<file path="src/rtl/tetris_move_scheduler_if.sv">
// Board-datapath bus between the move scheduler (master) and the board canvas (slave):
// collision query, lock/clear handshakes and the committed piece position.
interface tetris_move_scheduler_if;
  logic        query_valid;
  logic [4:0]  query_x;
  logic [4:0]  query_y;
  logic        query_hit;
  logic        lock_valid;
  logic        clear_req;
  logic        clear_done;
  logic [2:0]  lines_in;
  logic [4:0]  piece_x;
  logic [4:0]  piece_y;
  logic [15:0] piece_shape;

  modport master (
    output query_valid, query_x, query_y, lock_valid, clear_req,
           piece_x, piece_y, piece_shape,
    input  query_hit, clear_done, lines_in
  );

  modport slave (
    input  query_valid, query_x, query_y, lock_valid, clear_req,
           piece_x, piece_y, piece_shape,
    output query_hit, clear_done, lines_in
  );
endinterface

</file>
<file path="src/rtl/tetris_move_scheduler.sv">
// Falling-piece sequencer: arbitrates gravity/left/right requests onto one collision-query
// port, commits accepted moves, locks landed pieces, requests row clears and respawns.
module tetris_move_scheduler #(
  parameter int COLS    = 10,
  parameter int ROWS    = 16,
  parameter int X_SPAWN = 3
) (
  input  logic                           clkSelect,
  input  logic                           reset,
  input  logic                           start,
  input  logic                           tick,
  input  logic                           left_req,
  input  logic                           right_req,
  input  logic [15:0]                    shape_in,
  tetris_move_scheduler_if.master        board,
  output logic                           piece_active,
  output logic                           game_over,
  output logic [15:0]                    lines_total
);

  if (X_SPAWN < 0 || X_SPAWN + 4 > COLS || ROWS > 31) begin : g_bad_params
    $error("tetris_move_scheduler: spawn column or playfield size out of range");
  end

  typedef enum logic [3:0] {
    S_IDLE, S_SPAWN, S_SPAWN_CHK, S_WAIT, S_QUERY, S_RESOLVE, S_LOCK, S_CLEAR, S_OVER
  } state_t;

  typedef enum logic [1:0] {OP_TICK, OP_LEFT, OP_RIGHT} op_t;

  state_t      r_state;
  op_t         r_op;
  logic        r_chk_phase;
  logic        r_pend_t, r_pend_l, r_pend_r;
  logic [4:0]  r_x, r_y, r_qx, r_qy;
  logic [15:0] r_shape;
  logic [15:0] r_lines;
  logic        r_qvalid, r_lock, r_clear;

  logic        w_accept;
  logic        w_set_t, w_set_l, w_set_r;
  logic        w_svc_t, w_svc_l, w_svc_r;
  logic [16:0] w_lines_sum;

  always_comb begin
    w_accept    = (r_state != S_IDLE) && (r_state != S_OVER);
    w_set_t     = w_accept & tick;
    // Simultaneous left and right cancel each other out.
    w_set_l     = w_accept & left_req & ~right_req;
    w_set_r     = w_accept & right_req & ~left_req;
    w_svc_t     = (r_state == S_WAIT) & r_pend_t;
    w_svc_l     = (r_state == S_WAIT) & ~r_pend_t & r_pend_l;
    w_svc_r     = (r_state == S_WAIT) & ~r_pend_t & ~r_pend_l & r_pend_r;
    w_lines_sum = {1'b0, r_lines} + {14'd0, board.lines_in};
  end

  always_ff @(posedge clkSelect) begin
    if (reset) begin
      r_state     <= S_IDLE;
      r_op        <= OP_TICK;
      r_chk_phase <= 1'b0;
      r_pend_t    <= 1'b0;
      r_pend_l    <= 1'b0;
      r_pend_r    <= 1'b0;
      r_x         <= 5'(X_SPAWN);
      r_y         <= '0;
      r_qx        <= 5'(X_SPAWN);
      r_qy        <= '0;
      r_shape     <= '0;
      r_lines     <= '0;
      r_qvalid    <= 1'b0;
      r_lock      <= 1'b0;
      r_clear     <= 1'b0;
    end else begin
      r_qvalid <= 1'b0;
      r_lock   <= 1'b0;
      r_clear  <= 1'b0;
      r_pend_t <= (r_pend_t & ~w_svc_t) | w_set_t;
      r_pend_l <= (r_pend_l & ~w_svc_l) | w_set_l;
      r_pend_r <= (r_pend_r & ~w_svc_r) | w_set_r;

      case (r_state)
        S_IDLE: begin
          if (start) r_state <= S_SPAWN;
        end
        S_SPAWN: begin
          r_shape     <= shape_in;
          r_x         <= 5'(X_SPAWN);
          r_y         <= '0;
          r_qx        <= 5'(X_SPAWN);
          r_qy        <= '0;
          r_qvalid    <= 1'b1;
          r_chk_phase <= 1'b0;
          r_state     <= S_SPAWN_CHK;
        end
        S_SPAWN_CHK: begin
          // First cycle carries the query, second cycle sees the board's answer.
          if (!r_chk_phase) r_chk_phase <= 1'b1;
          else              r_state     <= board.query_hit ? S_OVER : S_WAIT;
        end
        S_WAIT: begin
          if (w_svc_t) begin
            r_op     <= OP_TICK;
            r_qx     <= r_x;
            r_qy     <= r_y + 5'd1;
            r_qvalid <= 1'b1;
            r_state  <= S_QUERY;
          end else if (w_svc_l) begin
            r_op     <= OP_LEFT;
            r_qx     <= r_x - 5'd1;
            r_qy     <= r_y;
            r_qvalid <= 1'b1;
            r_state  <= S_QUERY;
          end else if (w_svc_r) begin
            r_op     <= OP_RIGHT;
            r_qx     <= r_x + 5'd1;
            r_qy     <= r_y;
            r_qvalid <= 1'b1;
            r_state  <= S_QUERY;
          end
        end
        S_QUERY: begin
          r_state <= S_RESOLVE;
        end
        S_RESOLVE: begin
          if (!board.query_hit) begin
            r_x     <= r_qx;
            r_y     <= r_qy;
            r_state <= S_WAIT;
          end else if (r_op == OP_TICK) begin
            r_lock  <= 1'b1;
            r_state <= S_LOCK;
          end else begin
            r_state <= S_WAIT;
          end
        end
        S_LOCK: begin
          r_pend_l <= 1'b0;
          r_pend_r <= 1'b0;
          r_clear  <= 1'b1;
          r_state  <= S_CLEAR;
        end
        S_CLEAR: begin
          if (board.clear_done) begin
            r_lines <= w_lines_sum[16] ? 16'hFFFF : w_lines_sum[15:0];
            r_state <= S_SPAWN;
          end
        end
        S_OVER: begin
          r_state <= S_OVER;
        end
        default: r_state <= S_IDLE;
      endcase
    end
  end

  assign board.query_valid = r_qvalid;
  assign board.query_x     = r_qx;
  assign board.query_y     = r_qy;
  assign board.lock_valid  = r_lock;
  assign board.clear_req   = r_clear;
  assign board.piece_x     = r_x;
  assign board.piece_y     = r_y;
  assign board.piece_shape = r_shape;
  assign piece_active      = (r_state == S_WAIT) || (r_state == S_QUERY) || (r_state == S_RESOLVE);
  assign game_over         = (r_state == S_OVER);
  assign lines_total       = r_lines;

endmodule

</file>
<file path="src/flat_wrapper.sv">
// flat-port wrapper written by rule: the top's interface ports become plain ports
module tetris_move_scheduler_flat 
#(
  parameter int COLS    = 10,
  parameter int ROWS    = 16,
  parameter int X_SPAWN = 3
)
  (clkSelect, reset, start, tick, left_req, right_req, shape_in, piece_active, game_over, lines_total, board_query_valid, board_query_x, board_query_y, board_lock_valid, board_clear_req, board_piece_x, board_piece_y, board_piece_shape, board_query_hit, board_clear_done, board_lines_in);
  tetris_move_scheduler_if board_i ();
  input  logic clkSelect;
  input  logic reset;
  input  logic start;
  input  logic tick;
  input  logic left_req;
  input  logic right_req;
  input  logic [15:0] shape_in;
  output logic piece_active;
  output logic game_over;
  output logic [15:0] lines_total;
  output wire logic [$bits(board_i.query_valid)-1:0] board_query_valid;
  output wire logic [$bits(board_i.query_x)-1:0] board_query_x;
  output wire logic [$bits(board_i.query_y)-1:0] board_query_y;
  output wire logic [$bits(board_i.lock_valid)-1:0] board_lock_valid;
  output wire logic [$bits(board_i.clear_req)-1:0] board_clear_req;
  output wire logic [$bits(board_i.piece_x)-1:0] board_piece_x;
  output wire logic [$bits(board_i.piece_y)-1:0] board_piece_y;
  output wire logic [$bits(board_i.piece_shape)-1:0] board_piece_shape;
  input wire logic [$bits(board_i.query_hit)-1:0] board_query_hit;
  input wire logic [$bits(board_i.clear_done)-1:0] board_clear_done;
  input wire logic [$bits(board_i.lines_in)-1:0] board_lines_in;
  assign board_query_valid = board_i.query_valid;
  assign board_query_x = board_i.query_x;
  assign board_query_y = board_i.query_y;
  assign board_lock_valid = board_i.lock_valid;
  assign board_clear_req = board_i.clear_req;
  assign board_piece_x = board_i.piece_x;
  assign board_piece_y = board_i.piece_y;
  assign board_piece_shape = board_i.piece_shape;
  assign board_i.query_hit = board_query_hit;
  assign board_i.clear_done = board_clear_done;
  assign board_i.lines_in = board_lines_in;
  tetris_move_scheduler #(.COLS(COLS), .ROWS(ROWS), .X_SPAWN(X_SPAWN)) u_core (.clkSelect(clkSelect), .reset(reset), .start(start), .tick(tick), .left_req(left_req), .right_req(right_req), .shape_in(shape_in), .board(board_i), .piece_active(piece_active), .game_over(game_over), .lines_total(lines_total));
endmodule
</file>
<file path="config.mk">
export PLATFORM = sky130hd
export DESIGN_NAME = tetris_move_scheduler_flat
export DESIGN_NICKNAME = d
export VERILOG_FILES = /design/src/rtl/tetris_move_scheduler_if.sv /design/src/rtl/tetris_move_scheduler.sv /design/src/flat_wrapper.sv
export SDC_FILE = /design/constraint.sdc
export NUM_CORES = 1
export LEC_CHECK = 0
export ABC_CLOCK_PERIOD_IN_PS = 3010
export BUFFER_PORTS_ARGS = -buffer_cell sky130_fd_sc_hd__clkbuf_2
export CAP_MARGIN = 40
export CELL_PAD_IN_SITES_DETAIL_PLACEMENT = 0
export CELL_PAD_IN_SITES_GLOBAL_PLACEMENT = 1
export CORE_UTILIZATION = 35
export DETAILED_ROUTE_END_ITERATION = 6
export PLACE_DENSITY_LB_ADDON = 0.1
export SYNTH_ARGS = -nofsm -noshare
export SYNTH_HDL_FRONTEND = slang
export SYNTH_SLANG_ARGS = --single-unit
</file>
<file path="constraint.sdc">
create_clock -name clkSelect -period 3.01 [get_ports clkSelect]
set_input_delay 0.4515 -clock clkSelect [delete_from_list [all_inputs] [get_ports clkSelect]]
set_output_delay 0.4515 -clock clkSelect [all_outputs]
set_load 0.005 [all_outputs]
</file>
==> results.yml <==
clock_network:
  clk_pin_slew_ns: 0.07
  cts.sinks: 65
  hold_buffers: 0
  cts_tree: "yes"
  htree_num_levels: 3
  clock_latency_ns: 0.34
  cts_buffers: 9
  cts_max_path_buffers: 2
  ctsResizeCount: 0
  root_buffer: "clkbuf_8"
  postCtsSetupBuffers: 0
floorplanning:
  io_pins: 84
  fp.dieH_um: 95.5
  fp.dieArea_um2: 9110
  row_count: 33
  core_area_um2: 8340
  die_w_um: 95.5
  start_util_pct: 36.7
logic_synthesis:
  synthCells: 376
  synth_edf_count: 0
  async_reset_ff_share_pct: 0
  synth-main-ff-cell: "dfxtp_1"
  yosys_register_bits: 65
  yosys_warnings: 0
  yosysSeqAreaShare_pct: 42.6
  postSynthAreaPerCell_um2: 8.13
  synth.distinct_cells: 47
  synth_area_um2: 3060
  syn_nets: 409
cells_and_area:
  nets: 493
  num-fill-cells: 863
  diodes: 0
  flow.area_growth_from_synthesis_pct: 26.9
  regArea_um2: 1300
  instances_no_fill: 570
  drive_gt1_share_pct: 24.7
  multi_input_comb_area_um2: 1640
  fin_util_pct: 46.5
setup_path:
  required_ns: 3.27
  crit_type: "flip-flop to flip-flop"
  cp_max_fo: 10
  cp-start-kind: "flip-flop"
  crit_arrival_ns: 2.61
  end_kind: "flip-flop"
placed_design:
  post-dp-hpwl_mm: 5.46
  place_inst: 554
  place.gp.congestion: 0.767
  port_buffers: 83
sta:
  fin_tns_setup_ns: 0
  fmax_mhz: 426
  fin_crit_sh_pct: 78.0
  slew_headroom_pct: 58.5
  hold_viol_final: 0
  slew_viol_final: 0
  tightest_slew_ns: 0.613
  setup_viol: 0
  period_needed_ns: 2.35
  rsz0062_at_grt: "false"
  fin_skew_ns: 0.0106
pwr:
  peakVddDrop_mv: 0.315
  p_per_area_nw_per_um2: 676
  leakage_nw: 1.61
route:
  drtAntennaViolNets: 0
  post-route-drc-count: 0
  firstDrtPassIters: 5
  first_iter_violations: 96
  num_vias: 2900
  wire_per_inst_um: 13.4
  via_per_inst: 5.09
  wl_mm: 7.64
global_routing:
  grt_usage_pct: 17.6
  antenna_found_initial: 0
  grt_pass1_vias: 2555
  grt_max_degree: 25
  grt_pass1_wl_mm: 12.4
  overflow: 0
run:
  drv_cap: 0
run_status:
  status: "finished clean"
hold_path:
  hold_class: "input pin to flip-flop"
-- Yosys cell counts (all sizes together) (2+ instances only) --
library cell  number  area [um^2]
a311oi             2         17.5
or3                2         12.5
dfxtp             65         1300
buf               11         48.8
a21oi             52          260
nand2b             7         43.8
and3               7         43.8
a22oi              5         37.5
ha                 5         62.6
nand4b             3         26.3
a211oi             5         42.5
nor2b              7         43.8
inv                9         33.8
and4               2         17.5
a41oi              2         17.5
xor2              11         96.3
xnor2              6         52.6
o21ai              9         45.0
nand4              2         12.5
nor4               2         12.5
nand2             57          214
clkbuf             9         33.8
nand3b             5         37.5
mux2i              3         30.0
nor3              15         80.1
o21bai             4         30.0
nor2              33          124
nand3             18         90.1
and2               3         18.8
-- path summary, 6_finish.rpt --
path	startpoint	slack (ns)	end	cells past startpoint
max reg2reg	u_core.lines_total[0]$_SDFFE_PP0P_	0.66	u_core.lines_total[5]$_SDFFE_PP0P_	7
min	shape_in[15]	0.33	u_core.board.piece_shape[15]$_SDFFE_PP0P_	3
max	u_core.lines_total[0]$_SDFFE_PP0P_	0.66	u_core.lines_total[5]$_SDFFE_PP0P_	7
min reg2reg	u_core.board.piece_shape[14]$_SDFFE_PP0P_	0.45	u_core.board.piece_shape[14]$_SDFFE_PP0P_	2
-- cells by family (layout without fill, tap and decap cells) --
| logic type | count (synthesis) | count (layout) | synth area share (%) |
|---|---|---|---|
| compound gates | 86 | 86 | 17.5 |
| buf+inv | 29 | 118 | 3.81 |
| simple gates | 169 | 169 | 27.3 |
| fa+ha+maj | 6 | 6 | 2.70 |
| xor+xnor | 17 | 17 | 4.87 |
| mux | 4 | 4 | 1.35 |
| flops | 65 | 65 | 42.6 |
-- worst max-delay path, stage by stage (launching register included) --
cell and delay, ns:
dfxtp_1 0.36, ha_1 0.18, inv_1 0.06, fa_1 0.38
nand2b_1 0.22, a2111oi_4 0.53, nand2_1 0.34, a21oi_1 0.21
-- cell type report --
class                           count  area share, %
Tap cell                          105           3.39
Inverter                            9          0.871
Sequential cell                    65           33.5
Multi-Input combinational cell    282           42.3
Clock inverter                      4           2.52
Timing Repair Buffer               93           13.2
Clock buffer                       12           4.26
-- layout by cell type, fill, tap and decap left out, types with 3 or more instances in the layout --
master,instances
clkbuf_2,83
dfxtp_1,65
nand2_1,57
a21oi_1,52
nor2_1,33
nand3_1,18
nor3_1,14
clkbuf_8,12
xor2_1,11
inv_1,9
o21ai_0,9
buf_4,9
nand2b_1,7
and3_1,7
nor2b_1,7
xnor2_1,6
nand3b_1,5
a22oi_1,5
ha_1,5
a211oi_1,4
o21bai_1,4
nand4b_1,3
mux2i_1,3
and2_1,3
bufinv_16,3
-- sequential cells by signal (all words and copies together) (netlist names) --
name	count
u_core.r_pend_r	1
u_core.board.piece_y	5
u_core.board.clear_req	1
u_core.board.query_x	5
u_core.board.query_y	5
u_core.r_pend_t	1
u_core.board.lock_valid	1
u_core.r_op	2
u_core.lines_total	16
u_core.board.piece_shape	16
u_core.r_state	4
u_core.board.piece_x	5
u_core.board.query_valid	1
u_core.r_chk_phase	1
u_core.r_pend_l	1
-- stage by stage --
| step | total power, mW | hold WS [ns] | setup slack, ns | area, um^2 |
|---|---|---|---|---|
| after floorplan | 1.47 | 0.453 | 0.790 | 3060 |
| after global placement | 1.69 | 0.442 | 0.520 | 3590 |
| after detailed placement | 1.70 | 0.446 | 0.467 | 3620 |
| after CTS | 2.66 | 0.316 | 0.650 | 3880 |
| after global routing | 2.80 | 0.313 | 0.393 | 3880 |
| final | 2.62 | 0.334 | 0.663 | 3880 |
-- metal layers --
metal  up-vias  routed length (um)  track usage (%)
met4         0                 102             6.72
met1      1342                3910             24.3
met5         -                   0                0
met3         8                 335             4.31
li1       1485                   -                -
met2        65                3290             26.0
-- power by group --
group / switching, mW / total (mW) / internal [mW]
clock: 0.332 / 0.950 / 0.618
sequential: 0.0896 / 1.04 / 0.947
combinational: 0.378 / 0.636 / 0.258
(Power assumes the default switching activity.)
